[src/rtl/kmeans_pass_ctrl_k3_d4.sv]
// kmeans_pass_ctrl_k3_d4
// Runs one k-means assignment pass over the 3-centroid, 4-dimension distance
// pipeline. Points enter on a valid/ready stream and are registered into the
// pipeline input. The pipeline has no valid signal, so a delay line follows
// each point through it. Results that the delay line marks as valid are added
// into per-centroid coordinate sums and member counts.
module kmeans_pass_ctrl_k3_d4 #(
    parameter int input_data_width  = 16,
    parameter int centroid_id_width = 2,
    parameter int pipe_latency      = 6,
    parameter int count_width       = 16
) (
    input  logic                              clk,
    input  logic                              rst_n,
    input  logic                              start,
    input  logic [count_width-1:0]            num_points,
    input  logic                              pt_valid,
    output logic                              pt_ready,
    input  logic [4*input_data_width-1:0]     pt_data,
    output logic [4*input_data_width-1:0]     pipe_in_data,
    input  logic [4*input_data_width-1:0]     pipe_out_data,
    input  logic [centroid_id_width-1:0]      pipe_sel,
    output logic                              busy,
    output logic                              done,
    output logic                              err_sel,
    output logic [12*(input_data_width+count_width)-1:0] acc_sum,
    output logic [3*count_width-1:0]          acc_count
);

    // Sum width follows from the point width and the largest possible count.
    localparam int sum_width = input_data_width + count_width;
    // One stage for the pipe_in_data register, plus the pipeline itself.
    localparam int dly_depth = pipe_latency + 1;

    localparam logic [centroid_id_width-1:0] sel_max   = centroid_id_width'(2);
    localparam logic [count_width-1:0]       cnt_zero  = {count_width{1'b0}};
    localparam logic [count_width-1:0]       cnt_one   = {{(count_width-1){1'b0}}, 1'b1};
    localparam logic [sum_width-1:0]         sum_zero  = {sum_width{1'b0}};

    typedef enum logic [1:0] {
        ST_IDLE  = 2'd0,
        ST_RUN   = 2'd1,
        ST_DRAIN = 2'd2,
        ST_DONE  = 2'd3
    } state_t;

    state_t                          state_q, state_d;
    logic [count_width-1:0]          num_q, num_d;
    logic [count_width-1:0]          issued_q, issued_d;
    logic [count_width-1:0]          retired_q, retired_d;
    logic [dly_depth-1:0]            dly_q, dly_d;
    logic [4*input_data_width-1:0]   pipe_in_data_q, pipe_in_data_d;
    logic [12*sum_width-1:0]         acc_sum_q, acc_sum_d;
    logic [3*count_width-1:0]        acc_count_q, acc_count_d;
    logic                            pt_ready_q, pt_ready_d;
    logic                            busy_q, busy_d;
    logic                            done_q, done_d;
    logic                            err_sel_q, err_sel_d;

    logic                            tail_s;
    logic                            fire_s;
    logic                            hit_s;

    assign tail_s = dly_q[dly_depth-1];
    assign fire_s = pt_valid & pt_ready_q;

    // Next-state, accumulation and registered-output computation.
    always_comb begin
        state_d        = state_q;
        num_d          = num_q;
        issued_d       = issued_q;
        dly_d          = {dly_q[dly_depth-2:0], 1'b0};
        pipe_in_data_d = pipe_in_data_q;
        acc_sum_d      = acc_sum_q;
        acc_count_d    = acc_count_q;
        pt_ready_d     = pt_ready_q;
        busy_d         = busy_q;
        done_d         = 1'b0;
        hit_s          = 1'b0;

        // A qualified result retires whether or not its index is legal.
        retired_d = retired_q + (tail_s ? cnt_one : cnt_zero);
        err_sel_d = err_sel_q | (tail_s & (pipe_sel > sel_max));

        for (int k = 0; k < 3; k++) begin
            hit_s = tail_s & (pipe_sel == centroid_id_width'(k));
            acc_count_d[k*count_width +: count_width] =
                acc_count_q[k*count_width +: count_width] + (hit_s ? cnt_one : cnt_zero);
            for (int d = 0; d < 4; d++) begin
                acc_sum_d[(k*4+d)*sum_width +: sum_width] =
                    acc_sum_q[(k*4+d)*sum_width +: sum_width] +
                    (hit_s ? {{count_width{1'b0}}, pipe_out_data[d*input_data_width +: input_data_width]}
                           : sum_zero);
            end
        end

        case (state_q)
            ST_IDLE, ST_DONE: begin
                pt_ready_d = 1'b0;
                busy_d     = 1'b0;
                if (start) begin
                    num_d       = num_points;
                    issued_d    = cnt_zero;
                    retired_d   = cnt_zero;
                    dly_d       = {dly_depth{1'b0}};
                    acc_sum_d   = {(12*sum_width){1'b0}};
                    acc_count_d = {(3*count_width){1'b0}};
                    err_sel_d   = 1'b0;
                    if (num_points == cnt_zero) begin
                        state_d = ST_DONE;
                        done_d  = 1'b1;
                    end else begin
                        state_d    = ST_RUN;
                        busy_d     = 1'b1;
                        pt_ready_d = 1'b1;
                    end
                end else begin
                    state_d = state_q;
                end
            end
            ST_RUN: begin
                busy_d = 1'b1;
                if (fire_s) begin
                    pipe_in_data_d = pt_data;
                    issued_d       = issued_q + cnt_one;
                    dly_d[0]       = 1'b1;
                end else begin
                    issued_d = issued_q;
                end
                if (issued_q == num_q) begin
                    state_d    = ST_DRAIN;
                    pt_ready_d = 1'b0;
                end else begin
                    pt_ready_d = (issued_d != num_q);
                end
            end
            ST_DRAIN: begin
                pt_ready_d = 1'b0;
                if (retired_q == num_q) begin
                    state_d = ST_DONE;
                    busy_d  = 1'b0;
                    done_d  = 1'b1;
                end else begin
                    busy_d = 1'b1;
                end
            end
            default: begin
                state_d    = ST_IDLE;
                pt_ready_d = 1'b0;
                busy_d     = 1'b0;
            end
        endcase
    end

    // State and output registers; reset aborts any pass in progress.
    always_ff @(posedge clk or negedge rst_n) begin
        if (!rst_n) begin
            state_q        <= ST_IDLE;
            num_q          <= {count_width{1'b0}};
            issued_q       <= {count_width{1'b0}};
            retired_q      <= {count_width{1'b0}};
            dly_q          <= {dly_depth{1'b0}};
            pipe_in_data_q <= {(4*input_data_width){1'b0}};
            acc_sum_q      <= {(12*sum_width){1'b0}};
            acc_count_q    <= {(3*count_width){1'b0}};
            pt_ready_q     <= 1'b0;
            busy_q         <= 1'b0;
            done_q         <= 1'b0;
            err_sel_q      <= 1'b0;
        end else begin
            state_q        <= state_d;
            num_q          <= num_d;
            issued_q       <= issued_d;
            retired_q      <= retired_d;
            dly_q          <= dly_d;
            pipe_in_data_q <= pipe_in_data_d;
            acc_sum_q      <= acc_sum_d;
            acc_count_q    <= acc_count_d;
            pt_ready_q     <= pt_ready_d;
            busy_q         <= busy_d;
            done_q         <= done_d;
            err_sel_q      <= err_sel_d;
        end
    end

    assign pt_ready     = pt_ready_q;
    assign pipe_in_data = pipe_in_data_q;
    assign busy         = busy_q;
    assign done         = done_q;
    assign err_sel      = err_sel_q;
    assign acc_sum      = acc_sum_q;
    assign acc_count    = acc_count_q;

endmodule

[config.mk]
export PLATFORM = sky130hd
export DESIGN_NAME = kmeans_pass_ctrl_k3_d4
export DESIGN_NICKNAME = d
export VERILOG_FILES = /design/src/rtl/kmeans_pass_ctrl_k3_d4.sv
export SDC_FILE = /design/constraint.sdc
export NUM_CORES = 1
export LEC_CHECK = 0
export ABC_AREA = 1
export CAP_MARGIN = 40
export CORE_MARGIN = 3
export CORE_UTILIZATION = 40
export DETAILED_ROUTE_END_ITERATION = 6
export HOLD_SLACK_MARGIN = 0.08
export PLACE_DENSITY = 0.72
export SLEW_MARGIN = 40
export SYNTH_ARGS = -nofsm -noshare
export SYNTH_HDL_FRONTEND = slang
export SYNTH_SLANG_ARGS = --single-unit
export TNS_END_PERCENT = 10
[constraint.sdc]
create_clock -name clk -period 2.6 [get_ports clk]
set_input_delay 0.39 -clock clk [delete_from_list [all_inputs] [get_ports clk]]
set_output_delay 0.39 -clock clk [all_outputs]
set_load 0.05 [all_outputs]
==> results.cfg <==
[setup_path]
critPathTopFamily = buffers and inverters
worstSetupPathType = input pin to register
worst_setup_path_end_kind = register
slowest_stage = clkdlybuf4s50_1
startpoint_type = input pin
critical_path_arrival_ns = 3.34
crit_fanout = 15
crit_chain = clkdlybuf4s50_1, inv_1, nor3_2, buf_4, clkinv_8, buf_16, buf_12, nor2_1, ha_1, nand3_1, nand3_2, nand2_1, nand3_2, buf_4, inv_1, o21ai_1, o21ai_0, a21oi_1
crit_path_max_incr_delay_ns = 0.60
crit_required_ns = 3.11
worst-path-buf-inv = 8

[synth]
yosys.area.top_type = dfrtp_1
synth_edf_count = 0
async_flop_share_pct = 100
synthAdderAreaFrac_pct = 7.97
synth_seq_cells = 557
synthTopCellsByArea = dfrtp_1, nand2_1, nor2_1
ys_seq_area_share_pct = 39.8
synth-simple-area-share_pct = 29.6
synth_compound_area_share_pct = 15.2
yosysWarningCount = 0
synth_nets = 5225
synth_top_area_share_pct = 39.8
synth_top_family_by_area = simple AND/OR/NAND/NOR gates
yosys.cell_types.count = 57
synth.avg_cell_area_um2 = 7.21
synthCells = 4859
synth_ff_type = dfrtp_1
syn-cell-area_um2 = 35000
synthMuxAreaShare_pct = 0
synth_xor_xnor_area_share_pct = 1.03

[pwr]
p_sw_mw = 11.3
p_total_mw = 30.4
p_per_area_nw_per_um2 = 580
p_seq_share_pct = 33.1
peakVddDrop_uv = 747
p_int_mw = 19.1
p_leak_nw = 25.4
swShare_pct = 37.2
pwr-share-comb_pct = 31.3
p_clk_share_pct = 35.6

[layout]
final_area_um2 = 52500
syn2layout_area_growth_pct = 49.8
layout_common_cells = nand2_1, nor2_1, clkdlybuf4s50_1, buf_4, dfrtp_1
drive_above_1_share_pct = 20.2
nets = 6483
final_cells = 7320
final_core_util_pct = 61.0
mostFrequentLayoutCell = nand2_1

[routing]
dr_wl_met2_um = 62400
drt_iter0_drc = 2900
wl_met1_um = 54800
drcViolationCount = 0
wl_um = 134000
routed.top_layer = met5
wl_met3_um = 10900
vias_per_cell = 5.23
wl_per_cell_um = 18.3
antenna_left = 0
vias = 38300
dr.pass1.iters = 6

[sta]
period_share_pct = 109
rsz0062_at_grt = yes
slew_violations = 0
worst_clock_skew_ns = 0.0366
min_period_ns = 2.83
tightest_slew_ns = 0.762
slew_headroom_pct = 49.1
clock.fmax_mhz = 353
hold_viol = 0
setup_ws_ns = -0.233
setup_violations = 195

[global_routing]
antenna_found_initial = 5
grt.total_usage_pct = 28.0
grt_pass1_vias = 36600
grt_max_degree = 107
grt_overflow = 0
grt_pass1_wl_um = 203000

[clock_tree]
clock_latency_ns = 0.63
clockRootBuffer = clkbuf_16
cts_tree = built
clkTransAtPathRegs_ns = 0.06
cts_sinks = 557
clockBufferDepth = 3
cts_made_buffers = 70
h-tree-depth = 3

[worst_hold_path]
hp-class = input pin to register

[floorplan]
die_w_um = 302
die-area_um2 = 91200
initial_core_util_pct = 40.8
coreArea_um2 = 85900
die_h_um = 302
io_pins = 650
core.rowCount = 107

[placement]
dp_hpwl_um = 99200
placed_area_um2 = 47100
place_congestion = 0.970
dp.cells = 7109
port_buffers = 649

[status]
status = finished with violations
violations = negative setup slack

[job]
maxCapViolations = 0
## sequential cells by signal (all words and copies together) (netlist names)
name / cells
acc_sum: 384
pipe_in_data: 64
acc_count: 48
issued_q: 16
num_q: 16
retired_q: 16
dly_q: 7
state_q: 2
busy: 1
done: 1
err_sel: 1
pt_ready: 1
## worst reg2reg max path, cell delays in order, from the launching register on
cell,delay [ns]
dfrtp_1,0.43
nand2_2,0.10
nor2_4,0.17
inv_6,0.08
buf_12,0.16
buf_12,0.16
nor2_1,0.19
ha_4,0.25
a21oi_2,0.15
o21ai_0,0.13
a21oi_1,0.25
buf_4,0.17
nand3_2,0.11
buf_4,0.17
o21ai_0,0.13
a21oi_1,0.06
## final timing paths
check	start	end	slack (ns)	cells after the start
max in group asynchronous	rst_n	acc_sum[31]	1.38	3
worst max register to register	dly_q[6]	acc_sum[145]	-0.22	15
worst max-delay path	pipe_sel[1]	acc_sum[297]	-0.23	18
worst min-delay path	pt_data[4]	pipe_in_data[4]	0.30	3
worst min register to register	dly_q[4]	dly_q[5]	0.47	2
min in group asynchronous	rst_n	acc_sum[229]	0.40	2
## stage by stage
stage	TNS [ns]	hold slack [ns]	setup WS, ns
floorplan	-0.0500	0.0944	-0.0433
global placement	-161.99	0.453	-0.816
detailed placement	-190.26	0.454	-0.901
CTS	-12.50	0.262	-0.143
global route	-64.59	0.274	-0.355
finish	-15.09	0.301	-0.233
## Yosys cell counts (all sizes together) (2+ instances only)
| cell | count |
|---|---|
| nand2 | 1201 |
| nor2 | 798 |
| dfrtp | 557 |
| a21oi | 506 |
| inv | 480 |
| o21ai | 319 |
| nand3 | 252 |
| ha | 204 |
| nor3 | 89 |
| nand4 | 69 |
| clkbuf | 68 |
| o21a | 52 |
| buf | 33 |
| nor4 | 32 |
| a21o | 26 |
| xnor2 | 24 |
| a31oi | 17 |
| xor2 | 17 |
| fa | 12 |
| o211ai | 12 |
| o21bai | 12 |
| a21boi | 11 |
| and2 | 11 |
| o22ai | 11 |
| and3 | 9 |
| a22oi | 6 |
| nor3b | 6 |
| or3 | 6 |
| a211oi | 4 |
| nand3b | 4 |
| or2 | 3 |
| nand2b | 2 |
## layer usage
| layer | global-route usage, % | vias to the layer above |
|---|---|---|
| met5 | 0 | - |
| met4 | 10.8 | 2 |
| met3 | 7.41 | 316 |
| met2 | 45.8 | 1272 |
| met1 | 35.3 | 18100 |
| li1 | - | 18600 |
## kinds of logic (layout without fill, tap and decap cells)
logic type	count (synthesis)	in the layout
compound gates	980	980
xor+xnor	41	41
fa+ha+maj	216	216
buf+inv	582	1892
flops	557	557
other cells	0	3
simple gates	2483	2487
## power by group through the flow
stage | Clock [mW] | Combinational (mW) | Sequential, mW
finish | 10.8 | 9.51 | 10.1
global route | 11.4 | 10.2 | 10.2
CTS | 11.0 | 9.43 | 10.1
detailed placement | 0 | 9.31 | 10.2
global placement | 0 | 9.22 | 10.2
floorplan | 0 | 3.57 | 12.0
## cell type report
| cell class | count | area (µm²) |
|---|---|---|
| Antenna cell | 3 | 7.51 |
| Clock buffer | 91 | 1930 |
| Clock inverter | 37 | 584 |
| Fill cell | 7560 | 33500 |
| Inverter | 481 | 1830 |
| Multi-Input combinational cell | 3724 | 20900 |
| Sequential cell | 557 | 13900 |
| Tap cell | 1144 | 1430 |
| Timing Repair Buffer | 1283 | 11800 |
## what timing repair did
| item | in CTS | in global routing |
|---|---|---|
| buffers inserted | 33 | 33 |
| pin swaps | 71 | 102 |
| setup endpoints to repair | 272 | 315 |
| hold endpoints to repair | 42 | 0 |
| hold buffers | 1 | 0 |
| gates cloned | 7 | 6 |
| gates resized for setup | 289 | 274 |
Note: power is estimated with default switching activity, not from simulation.
